<file path="src/rtl/z16_sequencer.sv">
// rtl/z16_sequencer.sv - Z16 multi-cycle fetch/decode/execute/mem/writeback sequencer
module z16_sequencer #(
    parameter logic [15:0] RESET_PC = 16'h0000
) (
    input  logic        i_clk,
    input  logic        i_rst,
    input  logic        i_halt,
    output logic        o_imem_req,
    output logic [15:0] o_imem_addr,
    input  logic        i_imem_ack,
    input  logic [15:0] i_imem_rdata,
    output logic [15:0] o_instr,
    input  logic        i_rd_wen,
    input  logic        i_mem_wen,
    input  logic        i_jump,
    input  logic [15:0] i_jump_addr,
    output logic        o_dmem_req,
    input  logic        i_dmem_ack,
    output logic        o_rd_wen,
    output logic        o_retire,
    output logic [15:0] o_pc,
    output logic [2:0]  o_state
);

    typedef enum logic [2:0] {
        S_IDLE   = 3'd0,
        S_FETCH  = 3'd1,
        S_DECODE = 3'd2,
        S_EXEC   = 3'd3,
        S_MEM    = 3'd4,
        S_WB     = 3'd5
    } state_t;

    localparam logic [15:0] PC_INIT = {RESET_PC[15:1], 1'b0};

    state_t      state;
    logic [15:0] pc;
    logic [15:0] ir;
    logic [15:0] jump_target;
    logic        jump_pending;
    logic        imem_req_q;
    logic        dmem_req_q;
    logic        retire_q;

    // Request/strobe flops are set on the transition into the state that owns them.
    always_ff @(posedge i_clk) begin
        if (i_rst) begin
            state        <= S_IDLE;
            pc           <= PC_INIT;
            ir           <= 16'h0000;
            jump_target  <= 16'h0000;
            jump_pending <= 1'b0;
            imem_req_q   <= 1'b0;
            dmem_req_q   <= 1'b0;
            retire_q     <= 1'b0;
        end else begin
            case (state)
                S_IDLE: begin
                    if (!i_halt) begin
                        state      <= S_FETCH;
                        imem_req_q <= 1'b1;
                    end
                end
                S_FETCH: begin
                    if (i_imem_ack) begin
                        ir         <= i_imem_rdata;
                        state      <= S_DECODE;
                        imem_req_q <= 1'b0;
                    end
                end
                S_DECODE: begin
                    state <= S_EXEC;
                end
                S_EXEC: begin
                    jump_pending <= i_jump;
                    jump_target  <= {i_jump_addr[15:1], 1'b0};
                    if (i_mem_wen) begin
                        state      <= S_MEM;
                        dmem_req_q <= 1'b1;
                    end else begin
                        state    <= S_WB;
                        retire_q <= 1'b1;
                    end
                end
                S_MEM: begin
                    if (i_dmem_ack) begin
                        state      <= S_WB;
                        dmem_req_q <= 1'b0;
                        retire_q   <= 1'b1;
                    end
                end
                S_WB: begin
                    retire_q <= 1'b0;
                    pc       <= jump_pending ? jump_target : pc + 16'd2;
                    if (i_halt) begin
                        state <= S_IDLE;
                    end else begin
                        state      <= S_FETCH;
                        imem_req_q <= 1'b1;
                    end
                end
                default: begin
                    state      <= S_IDLE;
                    imem_req_q <= 1'b0;
                    dmem_req_q <= 1'b0;
                    retire_q   <= 1'b0;
                end
            endcase
        end
    end

    assign o_imem_req  = imem_req_q;
    assign o_imem_addr = pc;
    assign o_instr     = ir;
    assign o_dmem_req  = dmem_req_q;
    assign o_retire    = retire_q;
    // retire_q is high only in WB, so this is the decoder enable gated to WB.
    assign o_rd_wen    = retire_q & i_rd_wen;
    assign o_pc        = pc;
    assign o_state     = state;

endmodule
</file>
<file path="config.mk">
export PLATFORM = sky130hd
export DESIGN_NAME = z16_sequencer
export DESIGN_NICKNAME = d
export VERILOG_FILES = /design/src/rtl/z16_sequencer.sv
export SDC_FILE = /design/constraint.sdc
export NUM_CORES = 1
export LEC_CHECK = 0
export CAP_MARGIN = 0
export CELL_PAD_IN_SITES_DETAIL_PLACEMENT = 1
export CELL_PAD_IN_SITES_GLOBAL_PLACEMENT = 1
export CORE_MARGIN = 2
export CORE_UTILIZATION = 28
export CTS_BUF_LIST = sky130_fd_sc_hd__clkbuf_16
export CTS_CLUSTER_DIAMETER = 60
export DETAILED_ROUTE_END_ITERATION = 10
export HOLD_SLACK_MARGIN = 0.06
export PLACE_DENSITY_LB_ADDON = 0.1
export SETUP_SLACK_MARGIN = 0.05
export SYNTH_ARGS = -nofsm -noshare
export SYNTH_HDL_FRONTEND = slang
export SYNTH_SLANG_ARGS = --single-unit
</file>
<file path="constraint.sdc">
create_clock -name i_clk -period 1.9 [get_ports i_clk]
set_clock_uncertainty 0.1 [all_clocks]
set_input_delay 0.38 -clock i_clk [delete_from_list [all_inputs] [get_ports i_clk]]
set_output_delay 0.38 -clock i_clk [all_outputs]
set_load 0.005 [all_outputs]
</file>
* Yosys cells after proc, flatten, opt, wreduce, memory -nomap -nowiden
Index checks and enable logic that the tools add are counted.
** Operators by class
- $add $sub $neg :: 1
- Multipliers :: 0
- Div/mod/pow operators :: 0
- Magnitude comparators :: 0
- Eq/ne operators :: 11
- Shift-type cells :: 0
- Multiplexer cells :: 16
- Bitwise logic cells :: 4
- Reductions and logical operators :: 10
** Operators by type and width (count)
- one-hot mux 3 bit (6 select lines) :: 1
- adder 16 x 2 -> 16 bit (second input constant) :: 1
- 2-to-1 mux 16 bit :: 1
- inequality test 2 bit (second input constant) :: 6
- AND reduction 3 bit :: 4
- 2-to-1 mux 3 bit :: 3
- one-hot mux 1 bit (3 select lines) :: 3
- 2-to-1 mux 1 bit :: 8
- == test 3 x 2 -> 1 bit (second input constant) :: 2
- == test 3 bit (second input constant) :: 2
- OR reduction 3 bit :: 2
- OR reduction 4 bit :: 1
- == test 3 x 1 -> 1 bit (second input constant) :: 1
- logical NOT 3 bit :: 1
- inverter 1 bit :: 3
- AND reduction 2 bit :: 1
- OR reduction 2 bit :: 1
- AND 1 bit :: 1
** Word-level totals
- Flip-flop bits (word level) :: 54
- Bits in latches :: 0
- RAM bits :: 0
- Bits in read-only memories :: 0
- Input bits :: 40
- Output and inout bits :: 55
- Word-level logic and storage cells :: 50
- Memories :: 0

* Depth between registers and ports, before layout
- Word-level depth :: 4
- Gate-level depth with buffers :: 7
- Gate-level depth less buffers :: 5

* Worst setup path after synthesis
OpenSTA, ideal clock, no wires.
- Path type :: reg-to-reg
- Start :: reg pc[1] (netlist: o_imem_addr[1])
- End :: reg pc[15] (netlist: o_imem_addr[15])
- Library setup time :: 0.074 ns
- Data arrival time :: 1.698 ns
- Path slack :: 0.028 ns
- Stages on the path, launching flop included :: 6
- Buffers on the path :: 0
- Cells stage by stage :: dfxtp_1 -> ha_1 -> nand4_1 -> or4b_1 -> or4_1 -> o211ai_2
** Between the ends
- Longest elaborated chain between the ends :: 2
** Ends and longest elaborated chain
- start: declaration :: line 37 : logic [15:0] pc;
- start signal: assignment :: line 94 : pc <= jump_pending ? jump_target : pc + 16'd2;
- adder 16 x 2 -> 16 bit :: line 94
- 2-to-1 mux 16 bit :: line 94
No other way between the ends.
A chain may end at the register's enable or synchronous reset.

* Worst setup path in the final report
Same ends and word-level chain as after synthesis.

==> summary.txt <==
Clock tree
  – CTS Buf Count: 5
  – Clock transition at path regs: 70 ps
  – Worst skew pair latency: 280 ps
  – Hold Buf Count CTS: 0
  – CTS root buf: clkbuf_16
  – CTS tree: built
  – Clock Tree Buf Depth: 2
  – CTS sink count: 53
  – H-tree depth: 2

Min path
  – Worst hold path class: reg2reg
  – Worst Hold End: o_instr[15]
  – Worst hold stages: 2
  – Hold path startpoint: o_instr[15]

Worst setup path
  – Capturing point of the worst reg2reg path: o_imem_addr[15]
  – R2R depth: 5
  – R2r setup slk: 70 ps
  – CP required: 2020 ps
  – Crit. End Element: flip-flop
  – R2R Path Start: o_imem_addr[1]
  – Crit path kind: reg2reg
  – CP Cell Sequence: ha_4 -> nand4_1 -> or4b_1 -> or4_1 -> o211ai_2
  – WP data arrival: 1950 ps
  – CP Launch Type: flip-flop
  – Critical path fanouts, max: 2
  – Crit path launch: o_imem_addr[1]
  – CP peak stage delay: 510 ps
  – Critical-path top delay cell: or4b_1

Placement
  – Port bufs: 91
  – Placer Congestion: 0.751
  – Placed Instance Area: 3610 um2
  – Placed cell count: 520
  – Pre-CTS WS: -9.01 ps
  – Dpl hpwl: 5.81 mm

Cells and area
  – Fin cells: 528
  – Post-layout util: 43.2%
  – Post-route cell area: 3790 um2
  – Final net count: 461
  – # diodes: 0
  – Layout fillers: 1077
  – Most common library cell in the layout ignoring fill and taps: clkdlybuf4s50_1
  – Area delta synth->final: 49.6%
  – Layout cells sized above 1: 14.3%
  – Commonest non-fill, non-tap cells in the layout: clkdlybuf4s50_1 (89), nand2_1 (76), a21oi_1 (49)

Timing
  – RSZ-0062 raised after global routing: true
  – Final Critical Period: 1830 ps
  – Fin crit share: 96.3%
  – Endpoints failing hold: 0
  – Max Clock Freq: 546 MHz
  – Final critical-path setup slack: 70.0 ps
  – Final setup violation count: 0
  – Final Max Tran Viols: 0

Global routing
  – Antenna violations before repair: 0
  – Tot GR Track Use: 15.8%
  – Vias in the first global route: 2568
  – Total global routing overflow: 0
  – First-pass GRT wire length: 12.8 mm
  – Largest net degree at the start of global routing: 37

Drt
  – Routed len/inst: 14.9 um
  – Number of remaining DRC errors: 0
  – Vias: 2590
  – WL final: 7.86 mm
  – Remaining antenna violation count: 0
  – Vias per inst: 4.91
  – DRT Pass-1 Iters: 5
  – DRT iter0 DRCs: 58

Floorplan
  – Core ar.: 8760 um2
  – DIE HEIGHT: 99.1 um
  – Std cell rows: 34
  – Boundary Pins: 95
  – Initial Utilization: 28.9%
  – Chip Width: 99.1 um
  – Die area: 9830 um2

Synth
  – Synth Register Bits: 53
  – Post-synth EDFFs: 0
  – Syn. warnings: 0
  – Unique masters post-synth: 43
  – Syn Std Cell Area: 2530 um2
  – Asr flop ratio synth: 0%
  – Main flop type after synthesis: dfxtp_1
  – Post-Syn Area per Cell: 7.72 um2
  – Synth Instances: 328
  – Seq/Total Area, Yosys: 41.9%

Power
  – Lkg Pwr: 1.33 nW
  – Pwr/cell area: 754 nW/um2
  – Largest vdd supply drop: 316 uV

Job
  – Max-Cap Viols: 0

Run status
  – Status: finished, final reports clean
==> worst max-delay path by stage <==
stage | slack, ps | to | cells after the start
after global placement | -7 | o_rd_wen | 3
after global routing | 5 | o_imem_addr[15] | 5
after CTS | 30 | o_imem_addr[15] | 5
final | 70 | o_imem_addr[15] | 5
after detailed placement | -9 | o_rd_wen | 3
after floorplan | 90 | o_imem_addr[15] | 5
==> metal layers <==
| layer | GRT usage (%) | share of wire, % | wire length [um] | vias to the layer above |
|---|---|---|---|---|
| li1 | - | - | - | 1298 |
| met1 | 21.4 | 47 | 3700 | 1229 |
| met2 | 25.4 | 47 | 3680 | 56 |
| met3 | 3.51 | 4.7 | 371 | 7 |
| met4 | 4.43 | 1.3 | 105 | 0 |
| met5 | 0 | 0 | 0 | - |
==> worst max-delay path: cells and delay by family, from the launching register on <==
family | cells | cell delay [ps]
DFF | 1 | 360
adders and majority gates | 1 | 150
AOI/OAI and AO/OA | 1 | 70
and+or+nand+nor | 3 | 1090
==> power by group <==
group / total, W / internal, W / switching, W
clock: 0.000882 / 0.000480 / 0.000402
combinational: 0.000703 / 0.000427 / 0.000276
sequential: 0.00127 / 0.00120 / 0.0000745
==> stage by stage <==
step / hold slack, ps / setup TNS, ps / total power [W]
after CTS: 365 / 0 / 0.00289
after global placement: 341 / -7.21 / 0.00199
after floorplan: 332 / 0 / 0.00161
after detailed placement: 353 / -10.8 / 0.00200
after global routing: 382 / 0 / 0.00303
final: 358 / 0 / 0.00286
==> Yosys cell counts (4+ instances only) <==
master,count,area [um2]
nand2_1,76,285
nor2b_1,6,37.5
mux2i_1,6,60.1
nor2_1,8,30.0
dfxtp_1,53,1060
a21oi_1,49,245
buf_4,17,128
nand2b_1,5,31.3
o22ai_1,4,25.0
nor3_1,10,50.1
clkbuf_1,20,75.1
a22oi_1,10,75.1
o21ai_0,5,25.0
inv_1,4,15.0
or4_1,4,30.0
a21o_1,5,37.5
nand3_1,8,40.0
==> timing repair <==
item,in CTS,in global routing
setup buffers,1,0
gates resized for setup,5,10
setup endpoints to repair,7,16
==> sequential cells by signal (all words and copies together) (netlist names) <==
name	count
o_dmem_req	1
o_retire	1
jump_target	15
o_imem_req	1
o_state	3
o_instr	16
o_imem_addr	15
jump_pending	1
==> layout make-up <==
cell class | instances | area, um2 | share of cell area (%)
Inverter | 4 | 15.0 | 0.396
Timing Repair Buffer | 125 | 1170 | 30.8
Sequential cell | 53 | 1080 | 28.4
Clock buffer | 5 | 125 | 3.30
Tap cell | 108 | 135 | 3.57
Multi-Input combinational cell | 231 | 1260 | 33.2
Clock inverter | 2 | 12.5 | 0.330
==> cells by family after synthesis <==
logic type / count (synthesis) / share of synthesized area (%)
flops: 53 / 41.9
mux: 6 / 2.37
simple gates: 137 / 25.8
compound gates: 85 / 20.0
other cells: 1 / 0.148
fa+ha+maj: 1 / 0.494
buf+inv: 45 / 9.33
(Power assumes the default switching activity.)
